**config.mk**
```make
export PLATFORM = sky130hd
export DESIGN_NAME = div_arbiter_flat
export DESIGN_NICKNAME = d
export VERILOG_FILES = /design/src/rtl/div_arbiter_if.sv /design/src/rtl/div_arbiter.sv /design/src/flat_wrapper.sv
export SDC_FILE = /design/constraint.sdc
export NUM_CORES = 1
export LEC_CHECK = 0
export CAP_MARGIN = 5
export CORE_MARGIN = 2
export CORE_UTILIZATION = 35
export DETAILED_ROUTE_END_ITERATION = 10
export PLACE_DENSITY = 0.73
export SLEW_MARGIN = 20
export SYNTH_ARGS = -nofsm -noshare
export SYNTH_HDL_FRONTEND = slang
export SYNTH_SLANG_ARGS = --single-unit
```
**constraint.sdc**
```tcl
create_clock -name clk -period 2.6 [get_ports clk]
set_input_delay 0.39 -clock clk [delete_from_list [all_inputs] [get_ports clk]]
set_output_delay 0.39 -clock clk [all_outputs]
set_load 0.005 [all_outputs]
```
**src/rtl/div_arbiter_if.sv**
```systemverilog
// Bundle of requester, divider and response signals shared by div_arbiter and its environment.
// Latency: none (wires only).
// Backpressure: none; gnt and rsp_valid are single-cycle pulses.
interface div_arbiter_if #(
  parameter int W = 5
);
  // requester 0
  logic         req0;
  logic [W-1:0] a0;
  logic [W-1:0] b0;
  logic         gnt0;
  // requester 1
  logic         req1;
  logic [W-1:0] a1;
  logic [W-1:0] b1;
  logic         gnt1;
  // divider side
  logic         div_load;
  logic [W-1:0] div_a;
  logic [W-1:0] div_b;
  logic [W-1:0] div_q;
  logic [W-1:0] div_r;
  logic         div_err;
  // shared response bus
  logic         rsp_valid;
  logic         rsp_id;
  logic [W-1:0] rsp_q;
  logic [W-1:0] rsp_r;
  logic         rsp_err;
  logic         busy;

  // environment side: requesters plus the divider datapath
  modport master (
    output req0, a0, b0, req1, a1, b1, div_q, div_r, div_err,
    input  gnt0, gnt1, div_load, div_a, div_b,
    input  rsp_valid, rsp_id, rsp_q, rsp_r, rsp_err, busy
  );

  // arbiter side
  modport slave (
    input  req0, a0, b0, req1, a1, b1, div_q, div_r, div_err,
    output gnt0, gnt1, div_load, div_a, div_b,
    output rsp_valid, rsp_id, rsp_q, rsp_r, rsp_err, busy
  );
endinterface

```
**src/rtl/div_arbiter.sv**
```systemverilog
// Round-robin sharing of one divider between two requesters; optional DIV_ZERO_BYPASS_EN answers b==0 without the divider.
// Latency: gnt pulse to rsp_valid = LOAD_CYC+DIV_LAT cycles (1 cycle for a bypassed divide-by-zero).
// Backpressure: requesters hold req until gnt; the response pulse must be taken as issued.
module div_arbiter #(
  parameter int W        = 5,
  parameter int LOAD_CYC = 5,
  parameter int DIV_LAT  = 5
) (
  input  logic         clk,
  input  logic         res,
  div_arbiter_if.slave bus
);

  typedef enum logic [1:0] {IDLE, LOAD, WAIT, RESP} state_t;

  state_t       state_q, state_d;
  logic [3:0]   cnt_q, cnt_d;
  logic         last_id_q, last_id_d;
  logic         byp_q, byp_d;
  logic         gnt0_q, gnt0_d;
  logic         gnt1_q, gnt1_d;
  logic         div_load_q, div_load_d;
  logic [W-1:0] div_a_q, div_a_d;
  logic [W-1:0] div_b_q, div_b_d;
  logic         rsp_valid_q, rsp_valid_d;
  logic         rsp_id_q, rsp_id_d;
  logic [W-1:0] rsp_quo_q, rsp_quo_d;
  logic [W-1:0] rsp_rem_q, rsp_rem_d;
  logic         rsp_err_q, rsp_err_d;

  logic         any_req;
  logic         pick;
  logic [W-1:0] pick_a;
  logic [W-1:0] pick_b;

  // Winner selection: a lone request wins; under contention the requester not served last wins.
  always_comb begin
    any_req = bus.req0 | bus.req1;
    pick    = (bus.req0 & bus.req1) ? ~last_id_q : bus.req1;
    pick_a  = pick ? bus.a1 : bus.a0;
    pick_b  = pick ? bus.b1 : bus.b0;
  end

  // Next-state and output computation. A grant may also be taken from RESP so a waiting
  // requester gets its gnt the cycle right after the previous rsp_valid.
  always_comb begin
    state_d     = state_q;
    cnt_d       = cnt_q;
    last_id_d   = last_id_q;
    byp_d       = byp_q;
    gnt0_d      = 1'b0;
    gnt1_d      = 1'b0;
    div_load_d  = div_load_q;
    div_a_d     = div_a_q;
    div_b_d     = div_b_q;
    rsp_valid_d = 1'b0;
    rsp_id_d    = rsp_id_q;
    rsp_quo_d   = rsp_quo_q;
    rsp_rem_d   = rsp_rem_q;
    rsp_err_d   = rsp_err_q;

    case (state_q)
      IDLE, RESP: begin
        if (any_req) begin
          gnt0_d    = ~pick;
          gnt1_d    = pick;
          div_a_d   = pick_a;
          div_b_d   = pick_b;
          last_id_d = pick;
          cnt_d     = 4'd0;
`ifdef DIV_ZERO_BYPASS_EN
          if (pick_b == '0) begin
            // one WAIT cycle with byp set, divider never loaded
            byp_d      = 1'b1;
            div_load_d = 1'b0;
            state_d    = WAIT;
          end else begin
            byp_d      = 1'b0;
            div_load_d = 1'b1;
            state_d    = LOAD;
          end
`else
          byp_d      = 1'b0;
          div_load_d = 1'b1;
          state_d    = LOAD;
`endif
        end else begin
          state_d = IDLE;
        end
      end

      LOAD: begin
        if (cnt_q == 4'(LOAD_CYC - 1)) begin
          div_load_d = 1'b0;
          cnt_d      = 4'd0;
          state_d    = WAIT;
        end else begin
          cnt_d = cnt_q + 4'd1;
        end
      end

      WAIT: begin
        if (byp_q || (cnt_q == 4'(DIV_LAT - 1))) begin
          rsp_valid_d = 1'b1;
          rsp_id_d    = last_id_q;
          if (byp_q) begin
            rsp_quo_d = '0;
            rsp_rem_d = '0;
            rsp_err_d = 1'b1;
          end else begin
            rsp_quo_d = bus.div_q;
            rsp_rem_d = bus.div_r;
            rsp_err_d = bus.div_err;
          end
          cnt_d   = 4'd0;
          byp_d   = 1'b0;
          state_d = RESP;
        end else begin
          cnt_d = cnt_q + 4'd1;
        end
      end

      default: state_d = IDLE;
    endcase
  end

  // State and output registers; reset aborts any job in flight and zeroes every output.
  always_ff @(posedge clk or negedge res) begin
    if (!res) begin
      state_q     <= IDLE;
      cnt_q       <= 4'd0;
      last_id_q   <= 1'b1;
      byp_q       <= 1'b0;
      gnt0_q      <= 1'b0;
      gnt1_q      <= 1'b0;
      div_load_q  <= 1'b0;
      div_a_q     <= '0;
      div_b_q     <= '0;
      rsp_valid_q <= 1'b0;
      rsp_id_q    <= 1'b0;
      rsp_quo_q   <= '0;
      rsp_rem_q   <= '0;
      rsp_err_q   <= 1'b0;
    end else begin
      state_q     <= state_d;
      cnt_q       <= cnt_d;
      last_id_q   <= last_id_d;
      byp_q       <= byp_d;
      gnt0_q      <= gnt0_d;
      gnt1_q      <= gnt1_d;
      div_load_q  <= div_load_d;
      div_a_q     <= div_a_d;
      div_b_q     <= div_b_d;
      rsp_valid_q <= rsp_valid_d;
      rsp_id_q    <= rsp_id_d;
      rsp_quo_q   <= rsp_quo_d;
      rsp_rem_q   <= rsp_rem_d;
      rsp_err_q   <= rsp_err_d;
    end
  end

  assign bus.gnt0      = gnt0_q;
  assign bus.gnt1      = gnt1_q;
  assign bus.div_load  = div_load_q;
  assign bus.div_a     = div_a_q;
  assign bus.div_b     = div_b_q;
  assign bus.rsp_valid = rsp_valid_q;
  assign bus.rsp_id    = rsp_id_q;
  assign bus.rsp_q     = rsp_quo_q;
  assign bus.rsp_r     = rsp_rem_q;
  assign bus.rsp_err   = rsp_err_q;
  assign bus.busy      = (state_q != IDLE);

endmodule

```
**src/flat_wrapper.sv**
```systemverilog
// flat-port wrapper written by rule: the top's interface ports become plain ports
module div_arbiter_flat 
#(
  parameter int W        = 5,
  parameter int LOAD_CYC = 5,
  parameter int DIV_LAT  = 5
)
  (clk, res, bus_req0, bus_a0, bus_b0, bus_req1, bus_a1, bus_b1, bus_div_q, bus_div_r, bus_div_err, bus_gnt0, bus_gnt1, bus_div_load, bus_div_a, bus_div_b, bus_rsp_valid, bus_rsp_id, bus_rsp_q, bus_rsp_r, bus_rsp_err, bus_busy);
  div_arbiter_if #(.W(W)) bus_i ();
  input  logic clk;
  input  logic res;
  input wire logic [$bits(bus_i.req0)-1:0] bus_req0;
  input wire logic [$bits(bus_i.a0)-1:0] bus_a0;
  input wire logic [$bits(bus_i.b0)-1:0] bus_b0;
  input wire logic [$bits(bus_i.req1)-1:0] bus_req1;
  input wire logic [$bits(bus_i.a1)-1:0] bus_a1;
  input wire logic [$bits(bus_i.b1)-1:0] bus_b1;
  input wire logic [$bits(bus_i.div_q)-1:0] bus_div_q;
  input wire logic [$bits(bus_i.div_r)-1:0] bus_div_r;
  input wire logic [$bits(bus_i.div_err)-1:0] bus_div_err;
  output wire logic [$bits(bus_i.gnt0)-1:0] bus_gnt0;
  output wire logic [$bits(bus_i.gnt1)-1:0] bus_gnt1;
  output wire logic [$bits(bus_i.div_load)-1:0] bus_div_load;
  output wire logic [$bits(bus_i.div_a)-1:0] bus_div_a;
  output wire logic [$bits(bus_i.div_b)-1:0] bus_div_b;
  output wire logic [$bits(bus_i.rsp_valid)-1:0] bus_rsp_valid;
  output wire logic [$bits(bus_i.rsp_id)-1:0] bus_rsp_id;
  output wire logic [$bits(bus_i.rsp_q)-1:0] bus_rsp_q;
  output wire logic [$bits(bus_i.rsp_r)-1:0] bus_rsp_r;
  output wire logic [$bits(bus_i.rsp_err)-1:0] bus_rsp_err;
  output wire logic [$bits(bus_i.busy)-1:0] bus_busy;
  assign bus_i.req0 = bus_req0;
  assign bus_i.a0 = bus_a0;
  assign bus_i.b0 = bus_b0;
  assign bus_i.req1 = bus_req1;
  assign bus_i.a1 = bus_a1;
  assign bus_i.b1 = bus_b1;
  assign bus_i.div_q = bus_div_q;
  assign bus_i.div_r = bus_div_r;
  assign bus_i.div_err = bus_div_err;
  assign bus_gnt0 = bus_i.gnt0;
  assign bus_gnt1 = bus_i.gnt1;
  assign bus_div_load = bus_i.div_load;
  assign bus_div_a = bus_i.div_a;
  assign bus_div_b = bus_i.div_b;
  assign bus_rsp_valid = bus_i.rsp_valid;
  assign bus_rsp_id = bus_i.rsp_id;
  assign bus_rsp_q = bus_i.rsp_q;
  assign bus_rsp_r = bus_i.rsp_r;
  assign bus_rsp_err = bus_i.rsp_err;
  assign bus_busy = bus_i.busy;
  div_arbiter #(.W(W), .LOAD_CYC(LOAD_CYC), .DIV_LAT(DIV_LAT)) u_core (.clk(clk), .res(res), .bus(bus_i));
endmodule
```
==> results of run 1 <==
-- layout make-up --
class                   instances  area share (%)
inverters                       8            1.32
well taps                      52            2.85
clock inverters                 1            1.32
clock buffers                   7            3.78
repair buffers                 62            27.1
multi-input cells              91            27.4
flip-flops and latches         33            36.2
-- metrics by stage --
stage	utilization, %	total power [uW]
CTS	53.1	2590
detailed placement	50.4	2100
global route	53.1	2750
finish	53.1	2560
global placement	50.4	2070
floorplan	-	1540
-- final timing paths --
check,depth (start not counted),start,to
min in group asynchronous,2,res,u_core.cnt_q[0]$_DFFE_PN0P_
max reg2reg,5,u_core.state_q[0]$_DFFE_PN0P_,u_core.state_q[0]$_DFFE_PN0P_
max in group asynchronous,2,res,u_core.last_id_q$_DFFE_PN1P_
min reg2reg,1,u_core.bus.rsp_r[3]$_DFFE_PN0P_,u_core.bus.rsp_r[3]$_DFFE_PN0P_
min,1,u_core.bus.rsp_r[3]$_DFFE_PN0P_,u_core.bus.rsp_r[3]$_DFFE_PN0P_
max,4,u_core.state_q[0]$_DFFE_PN0P_,bus_busy
-- state kept, by name (all words and copies together), names as in the netlist --
name                  flops
u_core.bus.rsp_r          5
u_core.bus.rsp_id         1
u_core.state_q            2
u_core.bus.div_a          5
u_core.cnt_q              4
u_core.bus.rsp_valid      1
u_core.bus.div_b          5
u_core.bus.gnt0           1
u_core.last_id_q          1
u_core.bus.rsp_err        1
u_core.bus.rsp_q          5
u_core.bus.div_load       1
u_core.bus.gnt1           1
-- power by group through the flow --
stage / logic, uW / registers (uW) / clock network (uW)
after floorplan: 626 / 911 / 0
after global placement: 1170 / 904 / 0
after detailed placement: 1180 / 914 / 0
after CTS: 1190 / 906 / 498
after global routing: 1300 / 939 / 514
final: 1180 / 904 / 480
-- worst max-delay path: stages, from the launching register on --
cell and delay (ps):
dfrtp_1 350, inv_1 80, ha_1 190, inv_1 50, clkdlybuf4s50_1 490
-- per-layer routing --
layer	part of all wire, %	GRT usage, %	vias to the layer above
met3	6.3	4.33	6
met2	49	21.7	43
li1	-	-	602
met4	1.6	5.13	0
met5	0	0	-
met1	43	16.8	572
-- cell families after synthesis --
family / count (synthesis) / share of synthesized area (%)
flip-flops: 33 / 53.8
adder cells (fa/ha/maj): 5 / 4.07
buffers and inverters: 15 / 5.46
AND/OR/NAND/NOR: 48 / 13.7
multiplexers: 13 / 11.6
AO/OA/AOI/OAI: 25 / 11.3
-- cells in the final DEF (no fill, tap or decap), types with 2 or more instances in the layout --
cell / count
clkdlybuf4s50_1: 61
dfrtp_1: 32
nand2_1: 26
nor2_1: 12
a31oi_1: 12
mux2_4: 9
inv_1: 8
clkbuf_8: 6
ha_1: 5
o31ai_1: 3
nand3_1: 3
mux2_2: 3
a21oi_1: 2
o21ai_0: 2
==> summary.md, run 1 <==
| Metric | Value |
|---|---|
| Status | completed |
| Placer congestion estimate | 0.805 |
| Post-CTS setup buffer count | 0 |
| Setup Viol. Count Final | 0 |
| Antenna-violating nets left | 0 |
| Layout Nets | 241 |
| CP arrival | 1430 ps |
| WL/cell | 12.6 microns |
| Commonest cells post-synth | 32 x dfrtp_1, 26 x nand2_1, 12 x a31oi_1, 12 x nor2_1, 9 x mux2_4 |
| I/O Buffers | 61 |
| Startpoint Class | flip-flop |
| Pre-antenna DRT Iters | 4 |
| Slew Viols, Final | 0 |
| Leakage | 0.00102 uW |
| Internal power | 1770 uW |
| Worst Hold Class | reg2reg |
| Placed insts | 246 |
| Post-Layout Cell Count | 254 |
| Max_cap viols | 0 |
| Die Ht | 70.3 microns |
| CTS Buf Count | 5 |
| Pwr dens | 1120 mW/mm^2 |
| Placeable Area | 0.00429 sq mm |
| GR Overflow Total | 0 |
| Synth async-reset ratio | 100% |
| Period minus WS final | 1820 ps |
| Synth cell types | 31 |
| Fill cell count | 409 |
| All-layer global routing usage | 13.5% |
| Most common cell in the netlist | dfrtp_1 |
| Vias | 1,223 |
| Post-Syn Instances | 139 |
| FP Rows | 24 |
| DRC viols | 0 |
| Initial Util | 35.8% |
| Setup slack at placement | 756 ps |
| Clk_lat worst skew | 270 ps |
| Hold-fix buffers, CTS | 0 |
| Clk slew on worst S/H paths | 60 ps |
| #FFs+latches synth | 33 |
| Root Driver | clkbuf_8 |
| DP Area | 0.00217 sq mm |
| Clock share of power | 18.7% |
| Global-route wire length before repair | 5.19 mm |
| EDFF count, synth | 0 |
| Die Width | 70.3 microns |
| DR iter-0 viols | 65 |
| Warnings from Yosys | 0 |
| Crit Path Max Fanout | 3 |
| Top_reg_cell synth | dfrtp_1 |
| Register area | 827 sq um |
| Die Footprint | 0.00494 sq mm |
| Vias in the first global route | 1,176 |
| Synth area leaders | dfrtp_1 52%, mux2_4 8.8%, nand2_1 6.4% |
| Final Hold Fails | 0 |
| Setup TNS | 0 ps |
| CTS Buffer Depth | 2 |
| Gate power share | 46.0% |
| RSZ-0062 raised after global routing | false |
| FF-to-FF setup slack | 820 ps |
| H-tree depth | 2 |
| Avg Synthesized Cell Area | 11.1 sq um |
| Relative slew slack | 69.7% |
| P_sw | 792 uW |
| Setup ws final | 783 ps |
| Sequential share of the synthesized area | 53.8% |
| Finished Cell Area | 0.00228 sq mm |
| Worst hold margin | 504 ps |
| Switching share of total power | 30.9% |
| Area delta synth->final | 48.5% |
| Worst-Margin Slew | 452 ps |
| Pin count of the biggest net entering global routing | 34 |
| Post-synthesis instance area | 0.00154 sq mm |
| Fin Clk Skew | 3.53 ps |
| Critical Path End Type | output port |
| Combined area of the multi-input logic cells | 626 sq um |
| HPWL after DPL | 2.36 mm |
| Area leader, netlist | dfrtp_1 |
| Antenna cells | 0 |
| Period utilisation layout | 69.9% |
| Drt total wl | 3.19 mm |
| Post-cts sizing count | 0 |
| Top-area cell type share of the netlist area | 52.1% |
| CP Class | reg2out |
| Worst IR Drop VDD | 0.497 mV |
| Num ports | 62 |
| Clock sinks | 33 |
| CTS tree | built |
| Initial antenna violation count | 0 |
| WP data required | 2210 ps |
| Reg power frac | 35.3% |
| Post-DR vias/cell | 4.81 |
| Layout cells sized above 1 | 12.4% |
| Fmax | 0.550 GHz |
| Mapped Nets | 179 |
Note: power is estimated with default switching activity, not from simulation.
==> inputs of run 2 (changes only) <==
Clock period 2.6 ns to 1.8 ns, I/O delays scaled along.
==> run 2 against run 1 <==
Net effect: cell count up 1.6%; sequential share of layout area fell by 0.62 points; total power is 46% higher; wire length increased by 4.3%; sequential power grew 45%; die area did not move; utilization grew 0.93 points; first-iteration DRC count is 15% lower; via count grew 0.57%; clock power increased by 25%; combinational power rose by 54%; largest power group unchanged.
==> summary.md, run 2 (same netlist as run 1, synthesis figures left out) <==
| Metric | Value |
|---|---|
| H-tree depth | 2 (unchanged) |
| Clk slew on worst S/H paths | 70 ps (about the same) |
| Post-CTS setup buffer count | 0 (unchanged) |
| Placer congestion estimate | 0.850 (+5.5%) |
| CTS Buffer Depth | 2 (unchanged) |
| Most common cell after layout, fill and taps aside | clkdlybuf4s50_1 |
| Post-DR vias/cell | 4.77 (-0.99%) |
| GR Overflow Total | 0 (unchanged) |
| FP Rows | 24 (unchanged) |
| Num ports | 62 (unchanged) |
| Layout Nets | 245 (+1.7%) |
| Pwr dens | 1610 mW/mm^2 (+43%) |
| DR WL met2 | 1.65 mm (+5.6%) |
| Critical path's largest stage delay | 480 ps (about the same) |
| Met3 WL | 177 microns (-12%) |
| Max_cap viols | 0 (unchanged) |
| Clock sinks | 33 (unchanged) |
| Post-cts sizing count | 0 (unchanged) |
| Cell mode on critical path | inv_1 |
| Status | completed |
| Root Driver | clkbuf_8 |
| CTS Buf Count | 5 (unchanged) |
| Startpoint Class | flip-flop |
| Slew Viols, Final | 0 (unchanged) |
| CP arrival | 1440 ps (about the same) |
| CP Class | reg2out |
| Hold-fix buffers, CTS | 0 (unchanged) |
| CP max-delay cell | clkdlybuf4s50_1 |
| Pin count of the biggest net entering global routing | 20 (-41%) |
| Crit path cell chain | inv_1 > ha_1 > inv_1 > clkdlybuf4s50_1 |
| Initial Util | 35.8% (unchanged) |
| Critical Path End Type | output port |
| Crit Path Max Fanout | 3 (unchanged) |
| DR top layer | met4 |
| Final Hold Fails | 0 (unchanged) |
| Setup Viol. Count Final | 0 (unchanged) |
| All-layer global routing usage | 14.2% (+0.69 points) |
| WL/cell | 12.9 microns (+2.7%) |
| Area delta synth->final | 51.1% |
| Setup TNS | 0 ps (unchanged) |
| Drt total wl | 3.33 mm (+4.3%) |
| Vias | 1,230 (+0.57%) |
| Period utilisation layout | 94.9% |
| Worst Hold Class | in2async |
| Setup slack at placement | 157 ps (-599 ps) |
| Period minus WS final | 1710 ps |
| Vias in the first global route | 1,196 (+1.7%) |
| Worst-Margin Slew | 475 ps (+23.7 ps) |
| Global-route wire length before repair | 5.65 mm (+8.9%) |
| DR iter-0 viols | 55 (-15%) |
| DRC viols | 0 (unchanged) |
| Antenna cells | 0 (unchanged) |
| WP data required | 1530 ps (-680 ps) |
| Relative slew slack | 68.2% (-1.5 points) |
| Worst IR Drop VDD | 0.773 mV (+56%) |
| Worst path bufs/invs | 3 (unchanged) |
| Finished Cell Area | 0.00232 sq mm (+1.8%) |
| Fmax | 0.585 GHz |
| Fin Clk Skew | 6.44 ps (+2.91 ps) |
| HPWL after DPL | 2.51 mm (+6.5%) |
| Die Width | 70.3 microns (unchanged) |
| Setup ws final | 91.0 ps (-692 ps) |
| Met1 Wirelength | 1.50 mm (+8.4%) |
| Post-layout util | 54.1% (+0.93 points) |
| Pre-antenna DRT Iters | 4 (unchanged) |
| CTS tree | built |
| Die Ht | 70.3 microns (unchanged) |
| Initial antenna violation count | 0 (unchanged) |
| DP Area | 0.00222 sq mm (+2.5%) |
| Pwr Total | 3730 uW (+46%) |
| Die Footprint | 0.00494 sq mm (unchanged) |
| Most frequent cells in the layout | 61 x clkdlybuf4s50_1, 32 x dfrtp_1, 26 x nand2_1 |
| Layout cells sized above 1 | 14.6% (+2.2 points) |
| Worst path top cell family by delay | buffers and inverters |
| Leakage | 0.00104 uW (+2.4%) |
| Placeable Area | 0.00429 sq mm (unchanged) |
| I/O Buffers | 61 (unchanged) |
| Antenna-violating nets left | 0 (unchanged) |
| Clk_lat worst skew | 270 ps (about the same) |
| RSZ-0062 raised after global routing | false |
[run 2: cell count changes in the layout (fill, tap and decap cells not counted), sizes merged]
cell / change
buf: +4
bufinv: -1
clkinv: +1
[run 2: through the flow]
stage / hold WS (ps) / cells
floorplan: -25.6 / 139
global placement: 485 / 250
detailed placement: 494 / 250
CTS: 332 / 258
global route: 356 / 258
finish: 322 / 258
[run 2: area by class of cell]
type / instances / area [sq um]
clock inverter: 1 / 5.00
clock buffer: 7 / 96.3
inverter: 8 / 30.0
multi-input combinational: 91 / 626
tap: 52 / 65.1
fill: 397 / 1970
timing repair buffer: 66 / 673
sequential: 33 / 827
[run 2: metal layers]
layer	vias up	track usage (%)
li1	606	-
met5	-	0
met1	584	18.3
met3	2	4.04
met4	0	3.21
met2	38	23.5
[run 2: where the power goes]
| group | leakage, uW | switching (uW) | total, uW | internal, uW |
|---|---|---|---|---|
| logic | 0.000595 | 720 | 1820 | 1100 |
| clock network | 0.0000542 | 255 | 601 | 345 |
| registers | 0.000391 | 206 | 1310 | 1100 |
| total | 0.00104 | 1180 | 3730 | 2550 |
[run 2: path summary, 6_finish.rpt]
check | start | end | slack [ps] | cells past startpoint
max in group asynchronous | res | u_core.bus.gnt0$_DFF_PN0_ | 990 | 2
setup / recovery | u_core.state_q[0]$_DFFE_PN0P_ | bus_busy | 90 | 4
min in group clk | u_core.bus.rsp_r[3]$_DFFE_PN0P_ | u_core.bus.rsp_r[3]$_DFFE_PN0P_ | 510 | 1
setup reg to reg | u_core.cnt_q[0]$_DFFE_PN0P_ | u_core.bus.rsp_r[3]$_DFFE_PN0P_ | 140 | 5
hold / removal | res | u_core.bus.div_a[0]$_DFFE_PN0P_ | 320 | 1
hold reg to reg | u_core.bus.rsp_r[3]$_DFFE_PN0P_ | u_core.bus.rsp_r[3]$_DFFE_PN0P_ | 510 | 1
==> inputs of run 3 (changes only) <==
Settings changed: HOLD_SLACK_MARGIN from default to 0.08.
==> results of run 3 <==
The final DEF is identical to that of run 2; final timing and power are the same.
